**config.mk**
```make
export PLATFORM = sky130hd
export DESIGN_NAME = pwm_ramp_ctrl
export DESIGN_NICKNAME = d
export VERILOG_FILES = /design/src/rtl/pwm_ramp_ctrl_pkg.sv /design/src/rtl/pwm_step_sat.sv /design/src/rtl/pwm_ramp_ctrl.sv
export SDC_FILE = /design/constraint.sdc
export NUM_CORES = 1
export LEC_CHECK = 0
export BUFFER_PORTS_ARGS = -buffer_cell sky130_fd_sc_hd__buf_2
export CAP_MARGIN = 20
export CORE_UTILIZATION = 55
export CTS_BUF_LIST = sky130_fd_sc_hd__clkbuf_2 sky130_fd_sc_hd__clkbuf_4 sky130_fd_sc_hd__clkbuf_8
export CTS_CLUSTER_DIAMETER = 200
export CTS_CLUSTER_SIZE = 24
export DETAILED_ROUTE_END_ITERATION = 8
export PLACE_DENSITY = 0.86
export SYNTH_ARGS = -nofsm -noshare
export SYNTH_HDL_FRONTEND = slang
export SYNTH_SLANG_ARGS = --single-unit
```
**constraint.sdc**
```tcl
create_clock -name clk -period 6.7 [get_ports clk]
set_clock_uncertainty 0.1 [all_clocks]
set_input_delay 1.005 -clock clk [delete_from_list [all_inputs] [get_ports clk]]
set_output_delay 1.005 -clock clk [all_outputs]
set_load 0.01 [all_outputs]
```
**src/rtl/pwm_ramp_ctrl_pkg.sv**
```systemverilog
// Shared types and helpers for the PWM duty/prescale ramp sequencer.
// The state encoding and full-scale helper are reused by the multi-channel scheduler.
package pwm_ramp_ctrl_pkg;

  typedef enum logic {
    IDLE = 1'b0,
    RAMP = 1'b1
  } state_t;

  // Duty value meaning 100 % for an r-bit PWM counter.
  function automatic int unsigned pwm_full(input int unsigned r);
    return 32'd1 << r;
  endfunction

endpackage

```
**src/rtl/pwm_step_sat.sv**
```systemverilog
// Combinational saturating step: moves cur toward tgt by step, landing exactly on tgt
// when it is within reach, so the result never overshoots, wraps or underflows.
module pwm_step_sat #(
  parameter int R = 8
) (
  input  logic [R:0]   cur,
  input  logic [R:0]   tgt,
  input  logic [R-1:0] step,
  output logic [R:0]   next
);

  logic       up;
  logic [R:0] diff;
  logic [R:0] step_w;

  always_comb begin
    up     = (tgt >= cur);
    diff   = up ? (tgt - cur) : (cur - tgt);
    step_w = {1'b0, step};
    if (diff <= step_w) begin
      next = tgt;
    end else if (up) begin
      next = cur + step_w;
    end else begin
      next = cur - step_w;
    end
  end

endmodule

```
**src/rtl/pwm_ramp_ctrl.sv**
```systemverilog
// Ramp sequencer feeding ciclo/final_value of one PWM generator: accepts a ramp command,
// steps the duty toward its target every hold PWM periods, with a synchronous emergency stop.
module pwm_ramp_ctrl
  import pwm_ramp_ctrl_pkg::*;
#(
  parameter int R          = 8,
  parameter int TIMER_BITS = 15,
  parameter int HOLD_BITS  = 8,
  parameter int INIT_FINAL = 100
) (
  input  logic                  clk,
  input  logic                  reset_n,
  input  logic                  cmd_valid,
  output logic                  cmd_ready,
  input  logic [R:0]            cmd_duty,
  input  logic [R-1:0]          cmd_step,
  input  logic [HOLD_BITS-1:0]  cmd_hold,
  input  logic [TIMER_BITS-1:0] cmd_final,
  input  logic                  period_tick,
  input  logic                  stop,
  output logic [R:0]            ciclo,
  output logic [TIMER_BITS-1:0] final_value,
  output logic                  busy,
  output logic                  done
);

  localparam logic [R:0] FULL = (R+1)'(pwm_full(R));

  state_t                state, state_d;
  logic [R:0]            ciclo_d, target, target_d;
  logic [R-1:0]          step, step_d;
  logic [HOLD_BITS-1:0]  hold, hold_d, hold_cnt, hold_cnt_d;
  logic [TIMER_BITS-1:0] final_d, pend_final, pend_final_d;
  logic                  pend_valid, pend_valid_d, done_d;
  logic [R:0]            duty_clamped, step_next;
  logic [HOLD_BITS:0]    hold_cnt_inc;

  assign duty_clamped = (cmd_duty > FULL) ? FULL : cmd_duty;
  assign hold_cnt_inc = {1'b0, hold_cnt} + (HOLD_BITS+1)'(1);
  assign busy         = (state == RAMP);

  pwm_step_sat #(.R(R)) u_step_sat (
    .cur  (ciclo),
    .tgt  (target),
    .step (step),
    .next (step_next)
  );

  // NOTE: every output of this block gets a default first, so no path leaves a value
  // unassigned and no latch can be inferred.
  always_comb begin
    state_d      = state;
    ciclo_d      = ciclo;
    final_d      = final_value;
    done_d       = 1'b0;
    hold_cnt_d   = hold_cnt;
    pend_final_d = pend_final;
    pend_valid_d = pend_valid;
    target_d     = target;
    step_d       = step;
    hold_d       = hold;
    cmd_ready    = (state == IDLE) && !stop;

    if (stop) begin
      // Pending prescale is dropped; final_value keeps its current value.
      ciclo_d      = '0;
      state_d      = IDLE;
      hold_cnt_d   = '0;
      pend_valid_d = 1'b0;
    end else if (cmd_valid && cmd_ready) begin
      // A period_tick coinciding with accept is deliberately ignored.
      target_d     = duty_clamped;
      step_d       = (cmd_step == '0) ? R'(1) : cmd_step;
      hold_d       = (cmd_hold == '0) ? HOLD_BITS'(1) : cmd_hold;
      pend_final_d = cmd_final;
      pend_valid_d = 1'b1;
      hold_cnt_d   = '0;
      if (duty_clamped == ciclo) begin
        done_d = 1'b1;
      end else begin
        state_d = RAMP;
      end
    end else if (period_tick) begin
      if (pend_valid) begin
        final_d      = pend_final;
        pend_valid_d = 1'b0;
      end
      if (state == RAMP) begin
        if (hold_cnt_inc == {1'b0, hold}) begin
          hold_cnt_d = '0;
          ciclo_d    = step_next;
          if (step_next == target) begin
            done_d  = 1'b1;
            state_d = IDLE;
          end
        end else begin
          hold_cnt_d = hold_cnt_inc[HOLD_BITS-1:0];
        end
      end
    end
  end

  // NOTE: sequential state uses non-blocking assignments so every register samples
  // the pre-edge values, independent of statement order.
  always_ff @(posedge clk or negedge reset_n) begin
    if (!reset_n) begin
      state       <= IDLE;
      ciclo       <= '0;
      final_value <= TIMER_BITS'(INIT_FINAL);
      done        <= 1'b0;
      hold_cnt    <= '0;
      pend_final  <= '0;
      pend_valid  <= 1'b0;
      target      <= '0;
      step        <= '0;
      hold        <= '0;
    end else begin
      state       <= state_d;
      ciclo       <= ciclo_d;
      final_value <= final_d;
      done        <= done_d;
      hold_cnt    <= hold_cnt_d;
      pend_final  <= pend_final_d;
      pend_valid  <= pend_valid_d;
      target      <= target_d;
      step        <= step_d;
      hold        <= hold_d;
    end
  end

endmodule

```
* After elaboration in Yosys (flattened, before gate mapping)
Index checks and enable logic that the tools add are counted.
** Word-level totals
- Bits in registers :: 75
- Word-level logic and storage cells :: 74
- Bits of input ports :: 45
- Output and inout port bits :: 27
** Cells by class
- Add/subtract/negate cells :: 5
- Order comparisons :: 3
- Mux-type cells :: 33
- Reductions and logical operators :: 15
- Eq/ne operators :: 5
- Bitwise gates (word level) :: 3
** Operators by type and width (number)
- $mux 9 :: 9
- $mux 8 :: 7
- $eq 9x9->1 :: 2
- $sub 9x9->9 :: 2
- $mux 1 :: 17
- $logic_not 8->1 :: 2
- $add 8x1->9 const B :: 1
- $add 9x8->9 :: 1
- $eq 9x8->1 :: 1
- $ge 9x9->1 :: 1
- $gt 9x9->1 const B :: 1
- $le 9x8->1 :: 1
- $sub 9x8->9 :: 1
- $reduce_and 4->1 :: 2
- $reduce_and 2->1 :: 3
- $reduce_bool 2->1 :: 3
- $reduce_bool 3->1 :: 2
- $ne 3x3->1 const B :: 1
- $not 1->1 :: 3
- $logic_and 1x1->1 :: 2
- $ne 2x2->1 const B :: 1
- $logic_not 1->1 :: 1

* Logic depth before layout (Yosys ltp)
- Depth after elaboration :: 11
- Mapped depth :: 20

* Cells and area by module
A second synthesis with hierarchy kept.
** Unflattened totals
- Cells, all modules :: 596
- Area, all modules :: 5235.0 um2
** By module, submodules not included
- pwm_ramp_ctrl :: cells each 394, seq. area each 1880.6 um2, instances 1, area an instance 3716.1 um2
- pwm_step_sat :: cells each 202, seq. area each 0.0 um2, instances 1, area an instance 1519.0 um2

* Least setup slack after synthesis
OpenSTA, ideal clock, no wires.
- Path type :: reg-to-reg
- From :: reg ciclo[1]
- To :: reg state (netlist: busy)
- Data arrival time :: 4562 ps
- Path slack :: 1917 ps
- Path buffers :: 1
- Stages on the path, launching flop included :: 19
- Path through :: dfrtp_1 -> inv_1 -> ha_1 -> nor2b_1 -> o31a_2 -> o31a_2 -> a21oi_4 -> buf_2 -> a21o_1 -> inv_1 -> fa_1 -> nand2b_1 -> a21oi_2 -> o21ai_2 -> a21oi_4 -> xnor3_1 -> o41ai_2 -> nand3_1 -> a32o_1
** Between the ends
- Word-level cells in the longest chain between the ends :: 11
** RTL lines
- start, declared :: RTL line pwm_ramp_ctrl.sv:21 : output logic [R:0] ciclo,
- start signal, assigned :: RTL line pwm_ramp_ctrl.sv:119 : ciclo <= ciclo_d;
- $sub 9x9->9 / $ge 9x9->1 (equally long branches) :: RTL line pwm_step_sat.sv:18, pwm_step_sat.sv:17
- $mux 9 :: RTL line pwm_step_sat.sv:18 : diff = up ? (tgt - cur) : (cur - tgt);
- $le 9x8->1 :: RTL line pwm_step_sat.sv:20 : if (diff <= step_w) begin
- $mux 9 :: RTL line pwm_step_sat.sv:20
- $eq 9x9->1 :: RTL line pwm_ramp_ctrl.sv:92 : if (step_next == target) begin
- $mux 1 :: RTL line pwm_ramp_ctrl.sv:92
- $mux 1 :: RTL line pwm_ramp_ctrl.sv:89 : if (hold_cnt_inc == {1'b0, hold}) begin
- $mux 1 :: RTL line pwm_ramp_ctrl.sv:88 : if (state == RAMP) begin
- $mux 1 :: RTL line pwm_ramp_ctrl.sv:83 : end else if (period_tick) begin
- $mux 1 :: RTL line pwm_ramp_ctrl.sv:70 : end else if (cmd_valid && cmd_ready) begin
- $mux 1 :: RTL line pwm_ramp_ctrl.sv:64 : if (stop) begin
- end signal, assigned :: RTL line pwm_ramp_ctrl.sv:118 : state <= state_d;
- end, declared :: RTL line pwm_ramp_ctrl.sv:29 : state_t state, state_d;
Parallel ways exist; a longest one is shown, timed or not. The select of a mux whose other input is x is not followed.
A chain may end at the register's enable or synchronous reset.

* Final worst setup path
Ends and elaborated chain as after synthesis.

==> results.toml <==
[synthesis]
synth_edf_count = 0
synth_area_mm2 = 0.00530
yosysTopAreaCell = "dfrtp_1"
synth_nets = 686
ys_seq_area_share_pct = 35.5
synth_seq_cells = 75
syn_inst = 603
synthFlopType = "dfrtp_1"
synthTopCellsByCount = "nand2_1 (100), dfrtp_1 (72), o21ai_0 (45), inv_1 (39), ha_1 (35)"
synthArstFlopShare_pct = 100
synth_top_area_share_pct = 34.0
synth.area.top_cells = "dfrtp_1 (34%), ha_1 (8.3%), nand2_1 (7.1%), o21ai_0 (4.3%), mux2_2 (4.0%)"
ys_warn_count = 0
syn_area_per_cell_um2 = 8.78
synth.most_common_cell = "nand2_1"
synth.distinct_cells = 68

[drt]
ant_nets = 0
vias = 4764
firstDrtPassIters = 5
wl_um = 13800
drt_iter0_drc = 348
wl_per_cell_um = 17.3
drt-vias-per-instance = 5.97
drc_errors = 0

[sta]
slew_violations = 0
whs_ps = 381
timing.final.crit_share_pct = 77.2
worst_pin_slew_ps = 1060
rsz0062_at_grt = "no"
fin_crit_ps = 5170
relSlewSlack_pct = 29.7
fin_setup_tns_ps = 0
fmax_ghz = 0.193
finalSetupViolCount = 0
report.final.hold_viol_count = 0

[clock_tree]
htreeDepth = 3
clock_latency_ps = 350
cts_resized = 0
cts.sinks = 75
hold_buffers = 0
cts_setup_buffers = 0
clock_tree.buffer_depth = 2
cts_tree = "yes"
clock-root-buffer = "clkbuf_8"
cts_made_buffers = 9
clkTransAtPathRegs_ps = 90

[final_layout]
layout-drive-gt1-share_pct = 19.9
diodes = 0
syn2layout_area_growth_pct = 13.1
nets = 747

[place]
place_hpwl_um = 10100
port_buffers = 71
place_congestion = 0.953

[floorplanning]
die_area_mm2 = 0.0100
chipHeight_um = 100
io_pins = 72
die_w_um = 100
row_count = 35
start_util_pct = 57.0
core_area_mm2 = 0.00928

[run_status]
outcome = "completed"

[pwr]
vdd.ir_drop.worst_mv = 0.218
power.total_uw = 1920
p_leak_uw = 0.00276
power.density_mw_per_mm2 = 321

[critical_path]
path_class = "reg -> reg"
end_kind = "flop"
startpoint_type = "flop"
critPathMaxFanout = 17
max_stage_delay_ps = 530
required_ps = 6840
crit_slowest_cell = "dfrtp_1"
worstPathCellList = "inv_1, ha_1, nor2b_1, o31a_2, o31a_2, a21oi_4, a21o_1, inv_1, fa_1, nand2b_1, a21oi_2, o21ai_2, a21oi_4, xnor3_1, o41ai_2, nand3_1, a32o_1"
cp_top_family = "compound AO/OA/AOI/OAI gates"
cp_data_arrival_time_ps = 5310
cp_num_buf_inv = 2

[global_routing]
grt-ovfl-total = 0
grt_max_degree = 76
antenna_found_initial = 0
grt_pass1_vias = 4692
grt_usage_pct = 28.9
grt_first_pass_wirelength_um = 22700

[min_path]
hold_class = "reg -> reg"

[run]
cap_violations = 0
through the flow:
stage	std cells	setup slack (ps)	utilization [%]	area, um^2
floorplan	603	1920	-	5300
global placement	780	1730	61.7	5730
detailed placement	780	1590	61.7	5730
CTS	796	1560	64.1	5950
global route	798	1230	64.5	5990
finish	798	1530	64.5	5990
registers in the layout, indices dropped and copies added (netlist names):
register,cells
hold_cnt,8
busy,1
step,8
pend_valid,1
pend_final,15
ciclo,9
final_value,15
done,1
target,9
hold,8
worst paths after layout:
path / startpoint / end / slack (ps) / depth (start not counted)
hold reg to reg: pend_final[7] / pend_final[7] / 380 / 2
min in group asynchronous: reset_n / final_value[3] / 770 / 2
hold / removal: pend_final[7] / pend_final[7] / 380 / 2
setup reg to reg: ciclo[1] / busy / 1530 / 17
setup / recovery: ciclo[1] / busy / 1530 / 17
max in group asynchronous: reset_n / ciclo[3] / 5140 / 2
cells by family (layout without fill, tap and decap cells):
kind of cell | after synthesis | in the layout | synth area share [%]
buffers and inverters | 65 | 131 | 4.96
xor gates and xnor gates | 37 | 37 | 6.38
AOI/OAI and AO/OA | 147 | 147 | 19.0
DFF | 75 | 75 | 35.5
muxes | 28 | 28 | 5.74
adders and majority gates | 39 | 39 | 9.59
and+or+nand+nor | 212 | 212 | 18.9
cells in the final DEF, fill, tap and decap left out, drive strengths merged, types with 3 or more instances in the layout:
cell     synthesis  layout
a211o            3       3
a211oi           3       3
a21o            12      12
a21oi           31      31
a22o             3       3
a31oi            6       6
a32o             3       3
and2             3       3
and3             3       3
buf             10      75
clkbuf          15       9
dfrtp           72      72
dfstp            3       3
fa               3       3
ha              35      35
inv             39      41
mux2            19      19
mux2i            9       9
nand2          100     100
nand2b           6       6
nand3           19      19
nand4            9       9
nor2            34      34
nor2b            4       4
nor3            11      11
nor3b            3       3
nor4             5       5
nor4b            3       3
o2111ai          4       4
o211ai           6       6
o21a             8       8
o21ai           48      48
o31ai            5       5
or3              4       4
xnor2           23      23
xor2            13      13
report_power, final:
group	total [uW]	leakage, uW	switching, uW	internal, uW
Clock	392	0.000106	181	212
Sequential	611	0.000960	68.5	542
Combinational	920	0.00169	526	394
Total	1920	0.00276	775	1150
metal layers:
metal  part of all wire, %  up-vias  wire, um  global-route usage, %
met4                   3.2        0       439                   11.9
met3                   5.1       36       702                   4.67
li1                      -     2246         -                      -
met1                    43     2315      5980                   38.1
met2                    48      167      6700                   47.6
met5                     0        -         0                      0
tightest hold or removal path: cells and delay by family, from the launching register on:
kind             cells  cell delay (ps)
flip-flops           1              350
AND/OR/NAND/NOR      2              100
final cells by class:
class / instances / area [um^2]
tap: 129 / 161
sequential: 75 / 1880
multi-input combinational: 463 / 3170
clock inverter: 7 / 97.6
clock buffer: 9 / 124
inverter: 40 / 150
fill: 774 / 3300
timing repair buffer: 75 / 409
(Power assumes the default switching activity.)
